File: config.mk
export PLATFORM = sky130hd
export DESIGN_NAME = io_pad_ctrl
export DESIGN_NICKNAME = d
export VERILOG_FILES = /design/src/rtl/io_pad_ctrl.sv
export SDC_FILE = /design/constraint.sdc
export NUM_CORES = 1
export LEC_CHECK = 0
export ABC_CLOCK_PERIOD_IN_PS = 1900
export BUFFER_PORTS_ARGS = -buffer_cell sky130_fd_sc_hd__clkbuf_2
export CAP_MARGIN = 20
export CELL_PAD_IN_SITES_DETAIL_PLACEMENT = 1
export CELL_PAD_IN_SITES_GLOBAL_PLACEMENT = 2
export CORE_MARGIN = 4
export CORE_UTILIZATION = 36
export CTS_CLUSTER_DIAMETER = 60
export DETAILED_ROUTE_END_ITERATION = 12
export PLACE_DENSITY_LB_ADDON = 0.1
export SKIP_CTS_REPAIR_TIMING = 1
export SYNTH_ARGS = -nofsm -noshare
export SYNTH_HDL_FRONTEND = slang
export SYNTH_SLANG_ARGS = --single-unit
File: constraint.sdc
create_clock -name clk -period 1.9 [get_ports clk]
set_input_delay 0.285 -clock clk [delete_from_list [all_inputs] [get_ports clk]]
set_output_delay 0.285 -clock clk [all_outputs]
set_load 0.005 [all_outputs]
File: src/rtl/io_pad_ctrl.sv
// Core-side controller for a bank of io_cell pads: direction sequencing with a
// one-cycle pre-drive phase, input synchronise/debounce, edge pulses, sticky flags and irq.
module io_pad_ctrl #(
   parameter int unsigned NUM_PADS   = 8,
   parameter int unsigned CONF_WIDTH = 3,
   parameter int unsigned DEB_CYCLES = 4
) (
   input  logic                               clk,
   input  logic                               rst,
   input  logic [NUM_PADS-1:0]                dir_i,
   input  logic [NUM_PADS-1:0]                out_i,
   input  logic [NUM_PADS*(CONF_WIDTH-1)-1:0] cfg_extra_i,
   input  logic [NUM_PADS-1:0]                edge_en_i,
   input  logic [NUM_PADS-1:0]                flag_clr_i,
   output logic [NUM_PADS*CONF_WIDTH-1:0]     io_cell_cfg_o,
   output logic [NUM_PADS-1:0]                from_core_o,
   input  logic [NUM_PADS-1:0]                to_core_i,
   output logic [NUM_PADS-1:0]                in_o,
   output logic [NUM_PADS-1:0]                rise_o,
   output logic [NUM_PADS-1:0]                fall_o,
   output logic [NUM_PADS-1:0]                flag_o,
   output logic                               irq_o
);

   localparam int unsigned XW = CONF_WIDTH - 1;
   localparam logic [7:0]  DEB_LAST = 8'(DEB_CYCLES - 1);

   typedef enum logic [1:0] {
      ST_IN      = 2'd0,
      ST_PRE_OUT = 2'd1,
      ST_OUT     = 2'd2
   } dir_state_e;

   dir_state_e state_q [NUM_PADS];
   dir_state_e state_d [NUM_PADS];
   logic [7:0] cnt_q   [NUM_PADS];
   logic [7:0] cnt_d   [NUM_PADS];

   logic [NUM_PADS-1:0]      cfg0_q, cfg0_d;
   logic [NUM_PADS-1:0]      from_core_q, from_core_d;
   logic [NUM_PADS*XW-1:0]   cfg_extra_q;
   logic [NUM_PADS-1:0]      sync1_q, sync2_q;
   logic [NUM_PADS-1:0]      in_q, in_d;
   logic [NUM_PADS-1:0]      rise_q, rise_d;
   logic [NUM_PADS-1:0]      fall_q, fall_d;
   logic [NUM_PADS-1:0]      flag_q, flag_d;
   logic                     irq_q;

   always_comb begin
      for (int unsigned n = 0; n < NUM_PADS; n++) begin
         state_d[n]     = state_q[n];
         cfg0_d[n]      = cfg0_q[n];
         from_core_d[n] = from_core_q[n];
         cnt_d[n]       = cnt_q[n];
         in_d[n]        = in_q[n];
         rise_d[n]      = 1'b0;
         fall_d[n]      = 1'b0;

         unique case (state_q[n])
            ST_IN: begin
               if (dir_i[n]) begin
                  state_d[n]     = ST_PRE_OUT;
                  from_core_d[n] = out_i[n];
               end
            end
            ST_PRE_OUT: begin
               if (dir_i[n]) begin
                  state_d[n]     = ST_OUT;
                  cfg0_d[n]      = 1'b0;
                  from_core_d[n] = out_i[n];
               end else begin
                  state_d[n] = ST_IN;
               end
            end
            ST_OUT: begin
               if (dir_i[n]) begin
                  from_core_d[n] = out_i[n];
               end else begin
                  state_d[n] = ST_IN;
                  cfg0_d[n]  = 1'b1;
               end
            end
            default: begin
               state_d[n] = ST_IN;
               cfg0_d[n]  = 1'b1;
            end
         endcase

         // io_cell reads back 0 while driving, so debounce only runs in input mode
         if (state_q[n] != ST_IN || sync2_q[n] == in_q[n]) begin
            cnt_d[n] = '0;
         end else if (cnt_q[n] >= DEB_LAST) begin
            cnt_d[n]  = '0;
            in_d[n]   = sync2_q[n];
            rise_d[n] = sync2_q[n];
            fall_d[n] = ~sync2_q[n];
         end else if (cnt_q[n] != '1) begin
            cnt_d[n] = cnt_q[n] + 8'd1;
         end
      end

      flag_d = (flag_q & ~flag_clr_i) | ((rise_q | fall_q) & edge_en_i);
   end

   always_ff @(posedge clk) begin
      if (rst) begin
         for (int unsigned n = 0; n < NUM_PADS; n++) begin
            state_q[n] <= ST_IN;
            cnt_q[n]   <= '0;
         end
         cfg0_q      <= '1;
         from_core_q <= '0;
         cfg_extra_q <= '0;
         sync1_q     <= '0;
         sync2_q     <= '0;
         in_q        <= '0;
         rise_q      <= '0;
         fall_q      <= '0;
         flag_q      <= '0;
         irq_q       <= 1'b0;
      end else begin
         for (int unsigned n = 0; n < NUM_PADS; n++) begin
            state_q[n] <= state_d[n];
            cnt_q[n]   <= cnt_d[n];
         end
         cfg0_q      <= cfg0_d;
         from_core_q <= from_core_d;
         cfg_extra_q <= cfg_extra_i;
         sync1_q     <= to_core_i;
         sync2_q     <= sync1_q;
         in_q        <= in_d;
         rise_q      <= rise_d;
         fall_q      <= fall_d;
         flag_q      <= flag_d;
         irq_q       <= |flag_q;
      end
   end

   always_comb begin
      io_cell_cfg_o = '0;
      for (int unsigned n = 0; n < NUM_PADS; n++) begin
         io_cell_cfg_o[n*CONF_WIDTH +: CONF_WIDTH] = {cfg_extra_q[n*XW +: XW], cfg0_q[n]};
      end
   end

   assign from_core_o = from_core_q;
   assign in_o        = in_q;
   assign rise_o      = rise_q;
   assign fall_o      = fall_q;
   assign flag_o      = flag_q;
   assign irq_o       = irq_q;

endmodule

==> flow_summary.yaml, run 1 <==
synth:
  seq_area_frac_synth_pct: 61.55
  synth_enable_flop_cells: 0
  synth_fa_ha_area_share_pct: 1.912
  synth_xor_area_share_pct: 2.676
  avgSynthCellArea_sq_um: 11.19
  synth_top_family_by_area: "simple AND/OR/NAND/NOR gates"
  synth_cell_types: 29
  synth_compound_gate_area_share_pct: 8.124
  synth_top_area_share_pct: 61.55
  yosys_warnings: 0
  synthTopCellsByArea: "dfxtp_1 62%, nor2b_1 3.9%, nand2b_1 3.2%"
  syn_inst: 468
  ys_ff_latch: 161
  async_flop_share_pct: 0
  synthesis.area_sq_um: 5236
  synthMuxAreaShare_pct: 3.059
  yosys_most_used_dff: "dfxtp_1"
  yosys.area_share.simple_pct: 21.17
  yosys.area.top_type: "dfxtp_1"
finish:
  antenna_cells: 0
  nets: 716
  area_growth_pct: 31.30
  fillers: 1576
  utilization_pct: 48.96
  final_cell_area_sq_um: 6875
  drive_above_1_share_pct: 24.62
placement:
  placed_area_sq_um: 6233
  place_congestion: 0.7604
  dp_hpwl_mm: 8.367
  port-buffer-count: 122
clock_network:
  clk_path_buf_depth: 2
  cts_inserted_buffers: 17
  htree_levels: 4
  root_buffer: "clkbuf_16"
  clock_sinks: 161
  worstSkewPairLatency_ns: 0.42
  cts.clk_slew.worst_paths_ns: 0.06
  cts_tree: "yes"
routing:
  antenna_left: 0
  wl_mm: 11.20
  num_vias: 3893
  viasPerCell: 4.624
  firstDrtPassIters: 4
  post-route-drc-count: 0
  wl_per_cell_um: 13.30
  drt_iter0_drc: 117
critical_path:
  required_ns: 2.19
  path_max_fanout: 3
  critPathCaptureType: "register"
  arrival_ns: 1.69
  critPathKind: "reg -> reg"
  cp-start-kind: "register"
pwr:
  fin_total_pwr_mw: 7.667
  p_leak_nw: 2.969
  power_density_nw_per_um2: 1115
  vdd_drop_max_uv: 604.0
die:
  dieArea_sq_um: 16540
  boundaryPins: 123
  initial_utilization_pct: 37.29
  core.rowCount: 43
  core-area_sq_um: 14040
  fp.dieH_um: 128.6
  die_w_um: 128.6
global_routing:
  grt_pass1_wl_mm: 18.51
  grt_overflow: 0
  antenna_found_initial: 0
  grt_usage_pct: 14.23
  grt_pass1_vias: 4030
  grt_max_degree: 33
sta:
  slew-limit-headroom_pct: 55.45
  setup_viol: 0
  period_needed_ns: 1.400
  max_freq_mhz: 714.3
  min_period_over_period_pct: 73.68
  final_max_slew_viol_count: 0
  tns_ns: 0
  hold_violations: 0
  rsz0062_at_grt: "false"
  finalClockSkew_ns: 0.005875
  holdWs_ns: 0.07467
  worstMarginPinSlew_ns: 0.6682
job:
  maxCapViolations: 0
hold_path:
  hold_path.class: "in -> reg"
outcome:
  outcome: "complete, no violations"
## worst max-delay path, stage by stage (launching register included)
cell      delay, ns
dfxtp_1        0.31
ha_1           0.21
nor4_1         0.40
a211oi_1       0.20
mux2i_1        0.16
## flip-flops by register name, indices dropped and copies added, names as in the netlist
name         flops
irq_o            1
in_o             8
fall_o           8
cfg_extra_q     16
flag_o           8
sync1_q          8
sync2_q          8
cfg0_q           8
cnt_q           64
from_core_o      8
state_q         16
rise_o           8
## placed cells by master (no fill, tap or decap)
cell type and count:
a211oi_1 22, a21boi_0 8, a21oi_1 18, and2_1 8
and4_1 7, buf_2 1, buf_4 4, bufinv_16 5
clkbuf_1 1, clkbuf_16 17, clkbuf_2 121, clkbuf_8 2
clkinv_2 4, clkinvlp_4 2, conb_1 48, dfxtp_1 161
ha_1 8, inv_1 8, mux2i_1 16, nand2_1 15
nand2b_1 27, nand3_1 1, nand4_1 8, nand4b_1 1
nor2_1 17, nor2b_1 33, nor3_1 25, nor3b_1 15
nor4_1 10, o21ai_0 10, o21bai_1 8, or2b_1 7
or3_1 1, or4_4 7, xnor2_1 16
## synth_stat cells, drive strengths merged (4+ instances only)
| master | instances |
|---|---|
| dfxtp | 161 |
| o21bai | 8 |
| nor2 | 17 |
| nor3 | 25 |
| a21oi | 18 |
| ha | 8 |
| nand4 | 8 |
| nor4 | 10 |
| mux2i | 16 |
| buf | 4 |
| nand2 | 15 |
| or4 | 7 |
| a211oi | 22 |
| nor3b | 15 |
| inv | 8 |
| xnor2 | 16 |
| nor2b | 33 |
| a21boi | 8 |
| nand2b | 27 |
| o21ai | 10 |
| and2 | 8 |
| or2b | 7 |
| clkbuf | 6 |
| and4 | 7 |
## layer usage
layer / global-route usage [%] / wire length [um] / vias up / part of all wire [%]
met5: 0 / 0 / - / 0
met4: 6.362 / 199 / 0 / 1.8
met3: 5.106 / 635 / 21 / 5.7
met2: 24.06 / 5572 / 91 / 50
met1: 16.17 / 4791 / 1825 / 43
li1: - / - / 1956 / -
## path summary, 6_finish.rpt
check,depth (start not counted),slack (ns),endpoint,start
worst min register to register,1,0.44,sync2_q[0],sync1_q[0]
worst min-delay path,2,0.07,cfg_extra_q[11],cfg_extra_i[11]
worst max-delay path,4,0.50,in_o[6],cnt_q[1][16]
worst max register to register,4,0.50,in_o[6],cnt_q[1][16]
## kinds of logic after synthesis
logic type / count (synthesis)
and+or+nand+nor: 182
DFF: 161
xor gates and xnor gates: 16
adders and majority gates: 8
muxes: 16
other: 1
buffers and inverters: 18
AOI/OAI and AO/OA: 66
## metrics by stage
stage,worst slack (ns),cells
2_1_floorplan,0.7310,515
3_3_place_gp,0.3703,811
3_5_place_dp,0.2557,811
4_1_cts,0.4803,842
5_1_grt,0.3468,842
6_report,0.5000,842
## layout make-up
class,instances,area [sq um],share of cell area (%)
Sequential cell,161,3223,46.88
Timing Repair Buffer,126,640.6,9.318
Clock buffer,20,456.7,6.642
Inverter,8,30.03,0.4368
Tap cell,180,225.2,3.276
Multi-Input combinational cell,336,2115,30.76
Clock inverter,11,185.2,2.693
## where the power goes
part / internal (mW) / switching, mW / total (mW) / leakage [nW]
registers: 3.53 / 0.101 / 3.63 / 1.33
logic: 0.204 / 0.174 / 0.378 / 1.33
clock network: 2.38 / 1.28 / 3.66 / 0.312
total: 6.11 / 1.55 / 7.67 / 2.97
Note: power is estimated with default switching activity, not from simulation.
==> inputs of run 2 (changes only) <==
--- a/config.mk
+++ b/config.mk
@@ -5,13 +5,13 @@
 export SDC_FILE = /design/constraint.sdc
 export NUM_CORES = 1
 export LEC_CHECK = 0
-export ABC_CLOCK_PERIOD_IN_PS = 1900
+export ABC_CLOCK_PERIOD_IN_PS = 1400
 export BUFFER_PORTS_ARGS = -buffer_cell sky130_fd_sc_hd__clkbuf_2
 export CAP_MARGIN = 20
 export CELL_PAD_IN_SITES_DETAIL_PLACEMENT = 1
 export CELL_PAD_IN_SITES_GLOBAL_PLACEMENT = 2
 export CORE_MARGIN = 4
-export CORE_UTILIZATION = 36
+export CORE_UTILIZATION = 33
 export CTS_CLUSTER_DIAMETER = 60
 export DETAILED_ROUTE_END_ITERATION = 12
 export PLACE_DENSITY_LB_ADDON = 0.1
==> constraint.sdc (replaced) <==
create_clock -name clk -period 1.4 [get_ports clk]
set_input_delay 0.21 -clock clk [delete_from_list [all_inputs] [get_ports clk]]
set_output_delay 0.21 -clock clk [all_outputs]
set_load 0.005 [all_outputs]
==> run 2 against run 1 <==
Net effect:
- critical path depth decreased by 2
- first-iteration DRC count shrank 5.1%
- utilization shrank 2.9 points
- routed wire length rose by 1.1%
- register-to-register slack worse by 0.38 ns
- via count is 1.3% higher
- non-clock buffer count increased by 21
- sequential cell count did not move
- clock power increased by 27%
- setup slack worse by 0.38 ns
- clock-buffer cell count up 2
==> flow_summary.yaml, run 2 (synthesis gave the netlist of run 1 again) <==
placement:
  placed_area_sq_um: 6435
  port-buffer-count: 122
  place_congestion: 0.7250
  dp_hpwl_mm: 8.720
critical_path:
  critPathKind: "reg -> reg"
  arrival_ns: 1.60
  path_max_fanout: 6
  required_ns: 1.72
  cp-start-kind: "register"
  worstPathCellList: "or4_4, a211oi_1"
  critPathCaptureType: "register"
  slowest_delay_ns: 0.58
  crit_buf_inv: 0
  critPathTopFamily: "simple AND/OR/NAND/NOR gates"
  slowest_stage: "or4_4"
routing:
  post-route-drc-count: 0
  wl_mm: 11.33
  wl_per_cell_um: 12.66
  met2_length_mm: 5.482
  highest_layer: "met5"
  num_vias: 3942
  wl_met3_um: 730
  drt-met1-wl_mm: 4.991
  drt_iter0_drc: 111
  firstDrtPassIters: 4
  antenna_left: 0
  viasPerCell: 4.404
finish:
  area_growth_pct: 35.15
  mostFrequentLayoutCell: "dfxtp_1"
  utilization_pct: 46.04
  drive_above_1_share_pct: 27.34
  fillers: 1744
  reg.largest.list: "cnt_q (64), cfg_extra_q (16), state_q (16)"
  largest_reg_flops: 64
  nets: 737
  mostFrequentLayoutCells: "161 x dfxtp_1, 121 x clkbuf_2, 48 x conb_1"
  multi_input_area_sq_um: 2140
  antenna_cells: 0
  regMostFlops: "cnt_q"
  final_cell_area_sq_um: 7077
  regArea_sq_um: 3223
global_routing:
  grt_overflow: 0
  grt_pass1_wl_mm: 18.99
  grt_usage_pct: 13.19
  grt_max_degree: 25
  antenna_found_initial: 1
  grt_pass1_vias: 4162
pwr:
  clkPwrFrac_pct: 45.9
  p_switching_mw: 2.089
  p_sw_share_pct: 20.62
  fin_total_pwr_mw: 10.13
  seqPwrFrac_pct: 48.4
  internal-power_mw: 8.042
  p_leak_nw: 3.076
  power_frac_comb_pct: 5.7
  vdd_drop_max_uv: 869.2
  power_density_nw_per_um2: 1432
sta:
  final_max_slew_viol_count: 0
  period_needed_ns: 1.276
  rsz0062_at_grt: "false"
  setup_viol: 0
  finalClockSkew_ns: 0.01384
  max_freq_mhz: 783.6
  min_period_over_period_pct: 91.15
  hold_violations: 0
  holdWs_ns: 0.009706
  tns_ns: 0
outcome:
  outcome: "complete, no violations"
clock_network:
  clock_sinks: 161
  worstSkewPairLatency_ns: 0.41
  htree_levels: 4
  clk_path_buf_depth: 2
  root_buffer: "clkbuf_16"
  cts_tree: "yes"
  cts_inserted_buffers: 17
  cts.clk_slew.worst_paths_ns: 0.06
die:
  initial_utilization_pct: 34.07
  core-area_sq_um: 15370
  boundaryPins: 123
  dieArea_sq_um: 17950
  fp.dieH_um: 134.0
  die_w_um: 134.0
  core.rowCount: 45
hold_path:
  hold_path.class: "in -> reg"
job:
  maxCapViolations: 0
## run 2: cell types whose count changed in the layout (fill, tap and decap cells not counted), sizes merged
cell / previous run / this run
buf: 5 / 25
clkinv: 4 / 7
bufinv: 5 / 3
clkbuf: 141 / 143
clkinvlp: 2 / 0
dlygate4sd3: 0 / 1
## run 2: final cells by class
cell class              instances  share of cell area (%)
clock buffers                  22                   6.701
clock inverters                10                   1.874
inverters                       8                  0.4243
multi-input cells             336                   30.23
flip-flops and latches        161                   45.54
well taps                     211                   3.731
repair buffers                147                   11.49
## run 2: path summary, 6_finish.rpt
| check | startpoint | to | slack, ns | cells after the start |
|---|---|---|---|---|
| setup / recovery | state_q[1][5] | cnt_q[1][17] | 0.12 | 2 |
| hold reg to reg | sync1_q[0] | sync2_q[0] | 0.44 | 1 |
| setup reg to reg | state_q[1][5] | cnt_q[1][17] | 0.12 | 2 |
| hold / removal | cfg_extra_i[6] | cfg_extra_q[6] | 0.01 | 2 |
## run 2: metrics by stage
step,instances,setup slack (ns)
final,895,0.1239
after global placement,862,0.1048
after global routing,895,0.01802
after CTS,894,0.07246
after floorplan,515,0.2310
after detailed placement,862,0.04635
## run 2: per-layer routing
| layer | track usage (%) | up-vias |
|---|---|---|
| met4 | 4.800 | 2 |
| met5 | 0 | - |
| met2 | 22.57 | 85 |
| li1 | - | 2001 |
| met3 | 4.914 | 11 |
| met1 | 15.09 | 1843 |
## run 2: power groups by stage
stage	logic, mW	registers, mW	clock network (mW)
3_5_place_dp	0.581	5.00	0
2_1_floorplan	0.284	5.00	0
6_report	0.576	4.91	4.65
4_1_cts	0.584	4.91	4.82
3_3_place_gp	0.566	5.00	0
5_1_grt	0.653	4.93	5.05
